### src/rtl/alu_seq.sv
// Sequential ALU executing the 5-bit ALU control code with valid/ready on both sides.
// Logic/arithmetic ops complete on the accept edge; shifts iterate one bit per cycle.
module alu_seq #(
  parameter int WIDTH = 32
) (
  input  logic             clk,
  input  logic             reset,
  input  logic             in_valid,
  output logic             in_ready,
  input  logic [4:0]       ALUCtrl,
  input  logic             Sign,
  input  logic [WIDTH-1:0] In1,
  input  logic [WIDTH-1:0] In2,
  output logic             out_valid,
  input  logic             out_ready,
  output logic [WIDTH-1:0] Result,
  output logic             Zero,
  output logic             Overflow
);

  localparam logic [4:0] OP_AND = 5'b00000;
  localparam logic [4:0] OP_OR  = 5'b00001;
  localparam logic [4:0] OP_ADD = 5'b00010;
  localparam logic [4:0] OP_SUB = 5'b00110;
  localparam logic [4:0] OP_SLT = 5'b00111;
  localparam logic [4:0] OP_NOR = 5'b01000;
  localparam logic [4:0] OP_XOR = 5'b01001;
  localparam logic [4:0] OP_SLL = 5'b01010;
  localparam logic [4:0] OP_SRL = 5'b10000;
  localparam logic [4:0] OP_SRA = 5'b10001;

  typedef enum logic [1:0] {
    S_IDLE  = 2'd0,
    S_SHIFT = 2'd1,
    S_DONE  = 2'd2
  } state_t;

  state_t           state_q;
  logic [WIDTH-1:0] result_q;
  logic             ovf_q;
  logic [4:0]       count_q;
  logic             shl_q;
  logic             sra_q;

  logic [WIDTH-1:0] sum_w;
  logic [WIDTH-1:0] diff_w;
  logic             lt_w;
  logic             is_shift_w;
  logic [WIDTH-1:0] alu_res_d;
  logic             alu_ovf_d;
  logic [WIDTH-1:0] shift_d;

  assign sum_w      = In1 + In2;
  assign diff_w     = In1 - In2;
  assign lt_w       = Sign ? ($signed(In1) < $signed(In2)) : (In1 < In2);
  assign is_shift_w = (ALUCtrl == OP_SLL) || (ALUCtrl == OP_SRL) || (ALUCtrl == OP_SRA);

  // Single-cycle result, used on the accept edge for every non-iterative case.
  always_comb begin
    // NOTE: defaults first so no path through the case leaves a variable unassigned (no latch).
    alu_res_d = '0;
    alu_ovf_d = 1'b0;
    case (ALUCtrl)
      OP_AND: alu_res_d = In1 & In2;
      OP_OR:  alu_res_d = In1 | In2;
      OP_NOR: alu_res_d = ~(In1 | In2);
      OP_XOR: alu_res_d = In1 ^ In2;
      OP_ADD: begin
        alu_res_d = sum_w;
        alu_ovf_d = Sign & (In1[WIDTH-1] == In2[WIDTH-1]) & (sum_w[WIDTH-1] != In1[WIDTH-1]);
      end
      OP_SUB: begin
        alu_res_d = diff_w;
        alu_ovf_d = Sign & (In1[WIDTH-1] != In2[WIDTH-1]) & (diff_w[WIDTH-1] != In1[WIDTH-1]);
      end
      OP_SLT: alu_res_d = {{(WIDTH-1){1'b0}}, lt_w};
      // Shift codes only take this path with a zero amount, so the value passes through.
      OP_SLL, OP_SRL, OP_SRA: alu_res_d = In2;
      default: alu_res_d = '0;
    endcase
  end

  always_comb begin
    if (shl_q) shift_d = {result_q[WIDTH-2:0], 1'b0};
    else       shift_d = {sra_q & result_q[WIDTH-1], result_q[WIDTH-1:1]};
  end

  always_ff @(posedge clk) begin
    if (reset) begin
      state_q  <= S_IDLE;
      result_q <= '0;
      ovf_q    <= 1'b0;
      count_q  <= '0;
      shl_q    <= 1'b0;
      sra_q    <= 1'b0;
    end else begin
      // NOTE: all state updates use non-blocking assignment so every register sees pre-edge values.
      case (state_q)
        S_IDLE: begin
          if (in_valid) begin
            shl_q <= (ALUCtrl == OP_SLL);
            sra_q <= (ALUCtrl == OP_SRA);
            if (is_shift_w && (In1[4:0] != 5'd0)) begin
              result_q <= In2;
              ovf_q    <= 1'b0;
              count_q  <= In1[4:0];
              state_q  <= S_SHIFT;
            end else begin
              result_q <= alu_res_d;
              ovf_q    <= alu_ovf_d;
              state_q  <= S_DONE;
            end
          end
        end
        S_SHIFT: begin
          result_q <= shift_d;
          count_q  <= count_q - 5'd1;
          if (count_q == 5'd1) state_q <= S_DONE;
        end
        S_DONE: begin
          if (out_ready) state_q <= S_IDLE;
        end
        default: state_q <= S_IDLE;
      endcase
    end
  end

  assign in_ready  = (state_q == S_IDLE);
  assign out_valid = (state_q == S_DONE);
  assign Result    = result_q;
  assign Zero      = (result_q == '0);
  assign Overflow  = ovf_q;

endmodule

### config.mk
export PLATFORM = sky130hd
export DESIGN_NAME = alu_seq
export DESIGN_NICKNAME = d
export VERILOG_FILES = /design/src/rtl/alu_seq.sv
export SDC_FILE = /design/constraint.sdc
export NUM_CORES = 1
export LEC_CHECK = 0
export ABC_AREA = 1
export CAP_MARGIN = 20
export CORE_MARGIN = 2
export CORE_UTILIZATION = 42
export CTS_CLUSTER_SIZE = 40
export DETAILED_ROUTE_END_ITERATION = 7
export HOLD_SLACK_MARGIN = 0.08
export PLACE_DENSITY_LB_ADDON = 0.12
export SLEW_MARGIN = 20
export SYNTH_ARGS = -nofsm -noshare
export SYNTH_HDL_FRONTEND = slang
export SYNTH_SLANG_ARGS = --single-unit
### constraint.sdc
create_clock -name clk -period 2.57 [get_ports clk]
set_input_delay 0.3855 -clock clk [delete_from_list [all_inputs] [get_ports clk]]
set_output_delay 0.3855 -clock clk [all_outputs]
set_load 0.01 [all_outputs]
==> Yosys cells after proc, flatten, opt, wreduce, memory -nomap -nowiden <==
Index checks and enable logic that the tools add are counted.
{ "word_totals": {"register_bits": 42, "latch_bits": 0, "ram_bits": 0, "mem_bits_ro": 0, "wordCells": 69, "n_memories": 0} }
{ "op_classes": {"addsub": 3, "n_mul": 0, "div": 0, "n_lt_le_gt_ge": 2, "eq_ne": 20, "shift": 0, "n_mux": 16, "n_bitwise": 9, "reduce_logical": 13} }
{ "ops": {"columns": ["cell", "count"], "rows": [
  ["$pmux W32 S8", 1],
  ["$mux W32", 3],
  ["$lt A32 B32 Y1", 2],
  ["$pmux W32 S2", 1],
  ["$add A32 B32 Y32", 1],
  ["$and A32 B32 Y32", 1],
  ["$logic_not A32 Y1", 1],
  ["$not A32 Y32", 1],
  ["$or A32 B32 Y32", 1],
  ["$sub A32 B32 Y32", 1],
  ["$xor A32 B32 Y32", 1],
  ["$eq A5 B4 Y1 const B", 3],
  ["$eq A5 B1 Y1 const B", 2],
  ["$eq A5 B3 Y1 const B", 2],
  ["$eq A5 B5 Y1 const B", 2],
  ["$mux W5", 2],
  ["$pmux W5 S2", 1],
  ["$mux W2", 4],
  ["$pmux W2 S3", 1],
  ["$reduce_and A3 Y1", 2],
  ["$and A1 B1 Y1", 5],
  ["$eq A5 B2 Y1 const B", 1],
  ["$logic_not A5 Y1", 1],
  ["$reduce_bool A5 Y1", 1],
  ["15 further kinds", 22]
]} }

==> Logic depth before layout (Yosys ltp) <==
{ "depth": {"depth_word": 7, "ltp_mapped": 19} }

==> Least setup slack after synthesis <==
Ideal clock, no wire load.
{ "synth_path": {"path_kind": "input to register", "startpoint": "input In1[0]", "endpoint": "register result_q[20], in the netlist Result[20]", "arrival_ps": 2008, "required_time_ps": 2500, "path_slack_ps": 492, "path_stages": 17, "path_buffers": 0, "cell_sequence": "inv_1 ha_1 inv_1 fa_1 nand2_1 nand3_1 nand2_1 nand2_2 nand2_1 nand2_2 a21oi_2 nor2_1 nor2_1 nand2_1 nand3_1 nand2_1 a21oi_1"} }
{ "synth_between": {"elab_chain_cells": 5, "word_cells_on_any_way": 8, "cone_classes": "2 x add/sub; 4 x mux; 2 x reduce/logical"} }
{ "synth_rtl": {"columns": ["element", "line", "text"], "rows": [
  ["start, declared", "12", "input logic [WIDTH-1:0] In1,"],
  ["$sub A32 B32 Y32 (tied with other cells)", "54", "assign diff_w = In1 - In2;"],
  ["$pmux W32 S8 or $logic_and A1 B1 Y1 (tied branches)", "63, 103", null],
  ["$mux W32 *", "103", "if (is_shift_w && (In1[4:0] != 5'd0)) begin"],
  ["$mux W32 *", "100", "if (in_valid) begin"],
  ["$pmux W32 S2 *", "98", "case (state_q)"],
  ["end signal, assigned", "104", "result_q <= In2;"],
  ["end signal, assigned", "109", "result_q <= alu_res_d;"],
  ["end signal, assigned", "116", "result_q <= shift_d;"],
  ["end, declared", "39", "logic [WIDTH-1:0] result_q;"]
]} }
Every way passes the cells marked *; elsewhere a longest branch is shown, timed or not. The select of a mux whose other input is x is not followed.
A chain may end at the register's enable or synchronous reset.

==> Final worst setup path <==
{ "layout_path": {"startpoint": "input In1[8]", "endpoint": "register result_q[19], in the netlist Result[19]"} }
{ "layout_between": {"elab_chain_cells": 5, "word_cells_on_any_way": 6, "cone_classes": "2 x add/sub; 4 x mux"} }
{ "layout_rtl": {"columns": ["element", "line", "text"], "rows": [
  ["$sub A32 B32 Y32 or $add A32 B32 Y32 (tied branches)", "54, 53", null],
  ["$pmux W32 S8 *", "63", "case (ALUCtrl)"],
  ["$mux W32 *", "103", null],
  ["$mux W32 *", "100", null],
  ["$pmux W32 S2 *", "98", null]
]} }
Marks and branches as above.

==> flow_metrics.py <==
metrics = {
    "setup_path": {
        "critPathArrivalTime_ns": 2.77,
        "critPathTopFamily": "simple AND/OR/NAND/NOR gates",
        "worst-path-buf-inv": 6,
        "crit_chain": "clkdlybuf4s50_1 -> inv_1 -> ha_4 -> inv_1 -> nand2_1 -> inv_1 -> buf_4 -> nand2_1 -> inv_1 -> nand2_1 -> nand3_2 -> nand3_1 -> nand2_1 -> nand2_1 -> nand3_1 -> nand3_1 -> nand2_1 -> a21oi_1",
        "critPathMaxFanout": 7,
        "reg2reg_slack_ns": 0.76,
        "r2r_start": "state_q[1]$_SDFFE_PP0P_",
        "crit_slowest_cell": "clkdlybuf4s50_1",
        "path_common_cell": "nand2_1",
        "crit_path_end_kind": "flip-flop",
        "cpPeakStageDelay_ns": 0.48,
        "critPathLaunchType": "input pin",
        "required_ns": 2.78,
        "r2r-end": "Result[11]$_SDFFE_PP0P_",
        "worst_r2r_path_depth": 8,
        "worstSetupPathType": "input pin to flip-flop",
    },
    "grt": {
        "busiest_layer": "met2",
        "grt_pass1_vias": 11000,
        "met1_usage": 0.427,
        "grtUsageTotal": 0.337,
        "grt_max_degree": 45,
        "grt.overflow.total": 0,
        "grt_util_met2": 0.569,
        "antenna_found_initial": 0,
        "use_met3": 0.0350,
        "grt_pass1_wl_mm": 58.5,
    },
    "logic_synthesis": {
        "ys.flop_type": "dfxtp_1",
        "synth-compound-area-share": 0.234,
        "syn_inst": 1551,
        "synth_mux_area_frac": 0,
        "synth_edf_count": 0,
        "ys_warn_count": 0,
        "ys_ff_latch": 42,
        "synthArstFlopShare": 0,
        "synth_xor_area_frac": 0.00100,
        "synth_area_sq_um": 8730,
        "syn_area_per_cell_sq_um": 5.63,
        "synth_cell_type_count": 49,
        "synth-simple-area-share": 0.370,
        "synth_nets": 1728,
        "synth_fa_ha_area_frac": 0.149,
        "synth_top_family_by_area": "simple AND/OR/NAND/NOR gates",
        "ys_seq_area_frac": 0.0963,
    },
    "power": {
        "p_leak_nw": 6.62,
        "power_mw": 4.10,
        "ir_drop_v": 0.000287,
        "p_per_area_nw_per_um2": 301,
    },
    "layout": {
        "fin_area_sq_um": 13600,
        "syn_to_final_growth_pct": 55.8,
        "fin_util": 0.670,
        "num_antenna_cells": 0,
        "drive_gt1_frac": 0.322,
        "final_cell_mix": "nand2_1, buf_4, inv_1",
        "n_fill_cell": 1906,
        "num-nets-final": 2101,
        "final_common_cell": "nand2_1",
    },
    "cts": {
        "cts_htree_levels": 2,
        "clock_latency_ns": 0.29,
        "tritoncts": "built",
        "cts_made_buffers": 5,
        "clkTransAtPathRegs_ns": 0.05,
        "cts_sinks": 42,
        "cts-root-buf": "clkbuf_16",
        "clockBufferDepth": 2,
    },
    "drt": {
        "routed-via-count": 12000,
        "ant_nets": 0,
        "first_pass_iters": 5,
        "wl_per_cell_um": 17.7,
        "vias_per_cell": 5.45,
        "wl_mm": 38.9,
        "dr.first_iter.drc_count": 831,
        "drc": 0,
    },
    "worst_hold_path": {
        "hp-start": "Overflow$_SDFFE_PP0P_",
        "hold_path_end": "Overflow$_SDFFE_PP0P_",
        "worstHoldPathCells": 2,
        "min-delay-path-class": "flip-flop to flip-flop",
    },
    "die": {
        "row_count": 52,
        "dieArea_sq_um": 22000,
        "io_pins": 110,
        "die_x_um": 148,
        "die_h_um": 148,
        "initial_core_util": 0.430,
        "core_sq_um": 20300,
    },
    "sta": {
        "fin_crit_ns": 2.56,
        "clock.fmax_mhz": 391,
        "rsz0062_at_grt": "yes",
        "fin_ws_ns": 0.0120,
        "tightest_slew_ns": 0.681,
        "clock_skew_ns": 0.00919,
        "setup_viol": 0,
        "period_share": 0.995,
        "holdWs_ns": 0.487,
        "drv_slew": 0,
        "relSlewSlack": 0.545,
        "finalHoldViolCount": 0,
    },
    "place": {
        "io_buffers": 109,
        "hpwlAfterDp_mm": 31.2,
        "place_area_sq_um": 12300,
        "place_congestion": 1.05,
        "place_ws_ns": -0.494,
    },
    "job": {
        "cap_violations": 0,
    },
    "outcome": {
        "status": "finished, final reports clean",
    },
}
-- state kept, by name, summed over array words and instances, names as in the netlist --
signal	count
state_q	2
count_q	5
Overflow	1
shl_q	1
Result	32
sra_q	1
-- worst max path at each step --
stage               slack [ns]  cells after the start                      end   start
global placement         -0.47                     16  Result[21]$_SDFFE_PP0P_  In1[1]
global route             -0.10                     15  Result[19]$_SDFFE_PP0P_  In1[2]
finish                    0.01                     18  Result[19]$_SDFFE_PP0P_  In1[8]
CTS                      -0.02                     19  Result[30]$_SDFFE_PP0P_  In1[1]
detailed placement       -0.49                     16  Result[21]$_SDFFE_PP0P_  In1[1]
floorplan                 0.49                     17  Result[20]$_SDFFE_PP0P_  In1[0]
-- synth_stat cells, drive strengths merged (23+ instances only) --
master,count,area [sq um]
buf,46,290
ha,101,1260
o21ai,83,415
dfxtp,42,841
a21oi,149,798
a221oi,23,201
nand2,419,1610
nand3,122,631
inv,248,931
nand4,26,163
nor2,145,587
-- through the flow --
step,setup TNS [ns],instances
floorplan,0,1551
global route,-0.397,2195
detailed placement,-10.34,2179
global placement,-10.29,2179
finish,0,2195
CTS,-0.0218,2187
-- report_power, final --
group / switching [mW] / internal (mW)
combinational: 1.47 / 1.21
sequential: 0.0776 / 0.713
clock: 0.273 / 0.361
-- layer usage --
layer / part of all wire / vias up
met2: 0.47 / 471
li1: - / 5864
met5: 0 / -
met1: 0.41 / 5512
met4: 0.059 / 0
met3: 0.064 / 118
-- worst min-delay path, delay by kind of cell (launching register included) --
family          cells  cell delay, ns
simple gates        1            0.07
flops               1            0.31
compound gates      1            0.06
-- cells by family after synthesis --
logic type	after synthesis
DFF	42
and+or+nand+nor	752
adders and majority gates	103
AOI/OAI and AO/OA	336
xor gates and xnor gates	1
buffers and inverters	317
-- area by class of cell --
class | count | area (sq um) | area share
Tap cell | 270 | 338 | 0.0248
Timing Repair Buffer | 433 | 3670 | 0.270
Clock inverter | 2 | 13.8 | 0.00101
Inverter | 250 | 938 | 0.0690
Multi-Input combinational cell | 1192 | 7670 | 0.564
Clock buffer | 6 | 129 | 0.00947
Sequential cell | 42 | 841 | 0.0618
-- what timing repair did --
item / CTS / global route
hold buffers: 0 / 0
setup buffers: 0 / 8
resized for setup: 37 / 265
cloned: 0 / 0
setup endpoints to repair: 23 / 28
pin swaps: 3 / 49
No activity file was read; power rests on OpenSTA's default activity.
